$ cat src/rtl/rr_arbiter_8ch_pkg.sv
// Shared constants and state encoding for the 8-channel round-robin arbiter.
package rr_arbiter_8ch_pkg;

    localparam int N_REQ = 8;
    localparam int IDX_W = 3;

    // One-hot state encoding; 2'b00 and 2'b11 are illegal and recover to IDLE.
    typedef enum logic [1:0] {
        ST_IDLE = 2'b01,
        ST_BUSY = 2'b10
    } state_t;

endpackage

$ cat src/rtl/rr_arbiter_8ch_pick.sv
// Combinational rotate-priority picker: first set request at or after ptr.
module rr_pick8
    import rr_arbiter_8ch_pkg::*;
(
    input  logic [N_REQ-1:0] req,
    input  logic [IDX_W-1:0] ptr,
    output logic             any,
    output logic [IDX_W-1:0] idx
);

    logic [IDX_W-1:0] cand;

    // Walk from the farthest offset down so the nearest set bit wins.
    always_comb begin
        any  = 1'b0;
        idx  = '0;
        cand = '0;
        for (int i = N_REQ - 1; i >= 0; i--) begin
            cand = ptr + IDX_W'(i);
            if (req[cand]) begin
                any = 1'b1;
                idx = cand;
            end
        end
    end

endmodule

$ cat src/rtl/rr_arbiter_8ch.sv
// Round-robin arbiter for 8 requesters with done/drop/timeout release.
module rr_arbiter_8ch
    import rr_arbiter_8ch_pkg::*;
#(
    parameter int TIMEOUT_CYC = 16,
    parameter int CNT_W       = 5
) (
    input  logic             sys_clk,
    input  logic             sys_rst,
    input  logic [N_REQ-1:0] req,
    input  logic             done,
    output logic             grant_vld,
    output logic [IDX_W-1:0] grant_idx,
    output logic [N_REQ-1:0] grant_oh,
    output logic             timeout_err
);

    localparam logic [CNT_W-1:0] CNT_LAST = CNT_W'(TIMEOUT_CYC - 1);

    state_t           state, state_nxt;
    logic [IDX_W-1:0] ptr, ptr_nxt;
    logic [IDX_W-1:0] idx_q, idx_nxt;
    logic [CNT_W-1:0] cnt, cnt_nxt;
    logic             err_q, err_nxt;

    logic             pick_any;
    logic [IDX_W-1:0] pick_idx;

    logic             rel_done, rel_drop, rel_to;

    rr_pick8 u_pick (
        .req (req),
        .ptr (ptr),
        .any (pick_any),
        .idx (pick_idx)
    );

    assign rel_done = done;
    assign rel_drop = ~req[idx_q];
    assign rel_to   = (cnt == CNT_LAST);

    always_comb begin
        state_nxt = state;
        ptr_nxt   = ptr;
        idx_nxt   = idx_q;
        cnt_nxt   = cnt;
        err_nxt   = 1'b0;
        case (state)
            ST_IDLE: begin
                if (pick_any) begin
                    idx_nxt   = pick_idx;
                    cnt_nxt   = '0;
                    state_nxt = ST_BUSY;
                end
            end
            ST_BUSY: begin
                if (rel_done || rel_drop || rel_to) begin
                    ptr_nxt   = idx_q + IDX_W'(1);
                    state_nxt = ST_IDLE;
                    // Only flag a timeout when the owner gave no other reason to release.
                    err_nxt   = rel_to & ~rel_done & ~rel_drop;
                end else begin
                    cnt_nxt = cnt + CNT_W'(1);
                end
            end
            default: state_nxt = ST_IDLE;
        endcase
    end

    always_ff @(posedge sys_clk) begin
        if (sys_rst) begin
            state <= ST_IDLE;
            ptr   <= '0;
            idx_q <= '0;
            cnt   <= '0;
            err_q <= 1'b0;
        end else begin
            state <= state_nxt;
            ptr   <= ptr_nxt;
            idx_q <= idx_nxt;
            cnt   <= cnt_nxt;
            err_q <= err_nxt;
        end
    end

    assign grant_vld   = (state == ST_BUSY);
    assign grant_idx   = idx_q;
    assign grant_oh    = grant_vld ? ({{(N_REQ-1){1'b0}}, 1'b1} << idx_q) : '0;
    assign timeout_err = err_q;

endmodule

$ cat config.mk
export PLATFORM = sky130hd
export DESIGN_NAME = rr_arbiter_8ch
export DESIGN_NICKNAME = d
export VERILOG_FILES = /design/src/rtl/rr_arbiter_8ch_pkg.sv /design/src/rtl/rr_arbiter_8ch_pick.sv /design/src/rtl/rr_arbiter_8ch.sv
export SDC_FILE = /design/constraint.sdc
export NUM_CORES = 1
export LEC_CHECK = 0
export ABC_AREA = 1
export BUFFER_PORTS_ARGS = -buffer_cell sky130_fd_sc_hd__buf_4
export CORE_MARGIN = 3
export CORE_UTILIZATION = 40
export DETAILED_ROUTE_END_ITERATION = 10
export GPL_ROUTABILITY_DRIVEN = 0
export HOLD_SLACK_MARGIN = 0.06
export PLACE_DENSITY = 0.66
export REMOVE_ABC_BUFFERS = 1
export SLEW_MARGIN = 10
export SYNTH_ARGS = -nofsm -noshare
export SYNTH_HDL_FRONTEND = slang
export SYNTH_SLANG_ARGS = --single-unit
$ cat constraint.sdc
create_clock -name sys_clk -period 6.1 [get_ports sys_clk]
set_input_delay 1.22 -clock sys_clk [delete_from_list [all_inputs] [get_ports sys_clk]]
set_output_delay 1.22 -clock sys_clk [all_outputs]
set_load 0.02 [all_outputs]
Word level (Yosys, flattened, before mapping)
Cells that the tools add are included.
- word-level logic and storage cells: 85
- input port bits: 11
- bits in registers: 14
- output and inout port bits: 13
- reductions and logical operators: 8
- $add $sub $neg: 9
- equality and inequality tests: 6
- magnitude comparators: 9
- shifts and indexed selects: 1
- bitwise gates (word level): 6
- multiplexer cells: 41
- operators by type and width (operator ; number):
    $lt A3 B4 Y1 const B ; 9
    $bmux W1 S3 ; 9
    $mux W3 ; 8
    $mux W1 ; 17
    $add A3 B3 Y3 const B ; 4
    $mux W5 ; 2
    $pmux W5 S2 ; 1
    $mux W8 ; 1
    $shl A1 B3 Y8 const A ; 1
    $add A3 B1 Y3 const B ; 2
    $add A3 B2 Y3 const B ; 2
    $reduce_and A2 Y1 ; 3
    $add A5 B1 Y5 const B ; 1
    $eq A5 B4 Y1 const B ; 1
    $mux W2 ; 2
    $ne A2 B2 Y1 const B ; 2
    $not A1 Y1 ; 4
    $pmux W2 S2 ; 1
    $reduce_and A3 Y1 ; 1
    $reduce_or A3 Y1 ; 1
    $and A1 B1 Y1 ; 2
    $eq A2 B1 Y1 const B ; 1
    $eq A2 B2 Y1 const B ; 1
    $logic_or A1 B1 Y1 ; 2
    2 further kinds ; 2

Logic depth before layout (Yosys ltp)
- word-level depth: 13
- gate-level depth with buffers: 18
- depth with buffers taken out: 18

Modules after synthesis
A second synthesis with hierarchy kept.
- cell total of the unflattened synthesis: 253
- area, all modules: 1647.8 µm²
- by module, submodules not included (module ; area an instance (µm²) ; cells an instance ; instances ; sequential area each (µm²)):
    rr_arbiter_8ch ; 908.4 ; 131 ; 1 ; 280.3
    rr_pick8 ; 739.5 ; 122 ; 1 ; 0.0

Least setup slack after synthesis
Ideal clock, no wire load.
- kind: register to output
- start: register state[1]
- end: output grant_oh[0]
- required time: 4.880 ns
- cell stages (with the launch flop): 6
- path slack: 3.301 ns
- path buffers: 1
- arrival: 1.579 ns
- cells stage by stage: dfxtp_1 inv_1 nor2_1 inv_1 clkbuf_1 nor3_1
- word-level cells in the longest chain between the ends: 2
- RTL lines (item ; RTL line ; source):
    from (decl) ; rr_arbiter_8ch.sv:20 ; state_t state, state_nxt;
    from (signal assigned) ; rr_arbiter_8ch.sv:78 ; state <= state_nxt;
    $eq A2 B2 Y1 ; rr_arbiter_8ch.sv:86 ; assign grant_vld = (state == ST_BUSY);
    net grant_vld ; rr_arbiter_8ch.sv:12 ; output logic grant_vld,
    $mux W8 ; rr_arbiter_8ch.sv:88 ; assign grant_oh = grant_vld ? ({{(N_REQ-1){1'b0}}, 1'b1} << idx_q) : '0;
    to (decl) ; rr_arbiter_8ch.sv:14 ; output logic [N_REQ-1:0] grant_oh,
The timed path passes the listed nets, and every way through them passes these cells.

Worst setup path in the final report
- start: register state[1]
- end: output grant_oh[5]
- word-level cells in the longest chain between the ends: 2
- RTL lines (item ; RTL line):
    $eq A2 B2 Y1 ; rr_arbiter_8ch.sv:86
    $mux W8 ; rr_arbiter_8ch.sv:88
Every way passes these cells.

==> flow_metrics.env <==
export IMPL_num_io_pins=24
export IMPL_slowest_stage="nor2_1"
export IMPL_tightest_slew_ns=0.479
export IMPL_finalSetupViolCount=0
export IMPL_final_seq_area_um2=280
export IMPL_hpwl_um=2940
export IMPL_nFillCells=412
export IMPL_synthArstFlopShare=0
export IMPL_crit_family="simple AND/OR/NAND/NOR gates"
export IMPL_synth_cell_types=24
export IMPL_synthCells=251
export IMPL_grt_pass1_vias=1431
export IMPL_pwr_share_comb=0.522
export IMPL_grt_first_pass_wirelength_um=6180
export IMPL_antenna_found_initial=0
export IMPL_fp_dieW_um=68.6
export IMPL_fin_util=0.484
export IMPL_cpMostUsedCell="inv_1"
export IMPL_start_util=0.422
export IMPL_ant_nets=0
export IMPL_rows=22
export IMPL_core_mm2=0.00372
export IMPL_yosysMostFrequentCell="nand2_1"
export IMPL_synthTopCellsByCount="59 x nand2_1, 31 x nand3_1, 30 x inv_1"
export IMPL_net_switching_power_uw=180
export IMPL_status="complete, no violations"
export IMPL_leakagePower_nw=0.887
export IMPL_pre_cts_slack_ns=3.48
export IMPL_drtPass1Iterations=4
export IMPL_clockBufferDepth=2
export IMPL_vias_per_cell=4.91
export IMPL_vias=1572
export IMPL_clock_fmax_mhz=356
export IMPL_netlist_area_mm2=0.00157
export IMPL_skew_ns=0.000798
export IMPL_cts_buffers_inserted=3
export IMPL_power_density_mw_per_mm2=220
export IMPL_synth_largest_area_cell="dfxtp_1"
export IMPL_drc=0
export IMPL_clk_latency_ns=0.24
export IMPL_post_route_min_period_ns=2.81
export IMPL_p_int_uw=216
export IMPL_cts_hold_buffers=0
export IMPL_htree_levels=1
export IMPL_synthFlopType="dfxtp_1"
export IMPL_crit_path_max_fanout=11
export IMPL_area_growth_syn_to_layout_pct=14.8
export IMPL_arrival_ns=1.59
export IMPL_multiInputGateArea_mm2=0.00110
export IMPL_synth_area_top_cells="dfxtp_1 18%, nand2_1 14%, nand3_1 9.9%"
export IMPL_vdd_drop_max_uv=115
export IMPL_path_buf_inv=3
export IMPL_hold_viol=0
export IMPL_postCtsSetupBuffers=0
export IMPL_avgRoutedWirePerCell_um=11.1
export IMPL_yosysWarnings=0
export IMPL_synth_edf_count=0
export IMPL_gr_total_overflow=0
export IMPL_worstPathCellList="inv_1 > nor2_1 > inv_1 > nor3_1 > buf_4"
export IMPL_seq_area_frac_synth=0.179
export IMPL_cp_start_kind="flop"
export IMPL_worstSetupPathType="flop to primary output"
export IMPL_syn_area_per_cell_um2=6.25
export IMPL_cts_tree="yes"
export IMPL_io_buffers=23
export IMPL_finalPower_uw=396
export IMPL_max_stage_delay_ns=0.35
export IMPL_worst_slack_ns=3.29
export IMPL_grt_max_degree=13
export IMPL_crit_required_ns=4.88
export IMPL_first_iter_violations=89
export IMPL_clkSlewWorstSetupHoldPaths_ns=0.05
export IMPL_rsz0062_at_grt="no"
export IMPL_tns_ns=0
export IMPL_cp_end_kind="primary output"
export IMPL_timing_slew_headroom=0.680
export IMPL_drive_above_1_share=0.254
export IMPL_diodes=0
export IMPL_min_period_over_period=0.460
export IMPL_die_area_mm2=0.00471
export IMPL_seq_power_share=0.292
export IMPL_root_buffer="clkbuf_8"
export IMPL_maxCapViolCount=0
export IMPL_clock_sink_count=14
export IMPL_power_frac_clock=0.186
export IMPL_p_sw_frac=0.454
export IMPL_grt_use_total=0.169
export IMPL_synth_seq_cells=14
export IMPL_post_synth_top_area_fraction=0.179
export IMPL_final_nets=295
export IMPL_dieHeight_um=68.6
export IMPL_cts_resized=0
export IMPL_drt_total_wl_um=3550
export IMPL_maxSlewViolCount=0
export IMPL_hp_class="flop to flop"
power groups by stage:
stage               Clock (mW)  Sequential (mW)  Combinational (mW)
floorplan                    0            0.117               0.157
global placement             0            0.117               0.205
detailed placement           0            0.117               0.206
CTS                     0.0763            0.115               0.207
global route            0.0799            0.117               0.239
finish                  0.0738            0.116               0.207
worst min-delay path, stage by stage (launching register included):
cell	delay (ns)
dfxtp_1	0.31
nand2_1	0.06
a21oi_1	0.05
final timing paths:
check	from	endpoint	slack (ns)	cells past startpoint
max reg2reg	ptr[0]	cnt[0]	3.50	14
max	state[1]	grant_oh[5]	3.29	5
min reg2reg	cnt[4]	cnt[4]	0.46	2
min	cnt[4]	cnt[4]	0.46	2
layer usage:
metal / GRT usage / vias up / part of all wire
met4: 0.0521 / 0 / 0.014
met3: 0.0146 / 5 / 0.024
li1: - / 845 / -
met1: 0.235 / 693 / 0.51
met5: 0 / - / 0
met2: 0.273 / 29 / 0.45
cells in the final DEF (no fill, tap or decap), types with 3 or more instances in the layout:
cell      count
a21oi_1      14
a31oi_1       3
buf_4        23
clkbuf_8      3
dfxtp_1      14
ha_1         10
inv_1        30
inv_2         7
nand2_1      59
nand2_2      13
nand2_4       4
nand3_1      31
nand3_2      15
nor2_1       21
nor3_1        6
o21ai_0       7
xor2_1        3
cell families after synthesis:
| kind of cell | count (synthesis) | synth area share |
|---|---|---|
| compound gates | 26 | 0.0854 |
| fa+ha+maj | 10 | 0.0798 |
| buf+inv | 43 | 0.120 |
| xor+xnor | 5 | 0.0279 |
| flops | 14 | 0.179 |
| simple gates | 153 | 0.508 |
sequential cells by signal, indices dropped and copies added (netlist names):
register	flops
cnt	5
ptr	3
grant_idx	3
state	2
timeout_err	1
cell type report:
cell class,instances,area share
multi-input combinational,194,0.611
sequential,14,0.156
timing repair buffer,23,0.0960
inverter,38,0.0807
tap,48,0.0334
clock buffer,3,0.0229
per-stage QoR:
stage	cell area [µm²]	hold WS [ns]	cells
global placement	1760	0.467	317
detailed placement	1760	0.463	317
global route	1800	0.495	320
CTS	1800	0.471	320
finish	1800	0.462	320
floorplan	1530	0.433	246
Note: power is estimated with default switching activity, not from simulation.
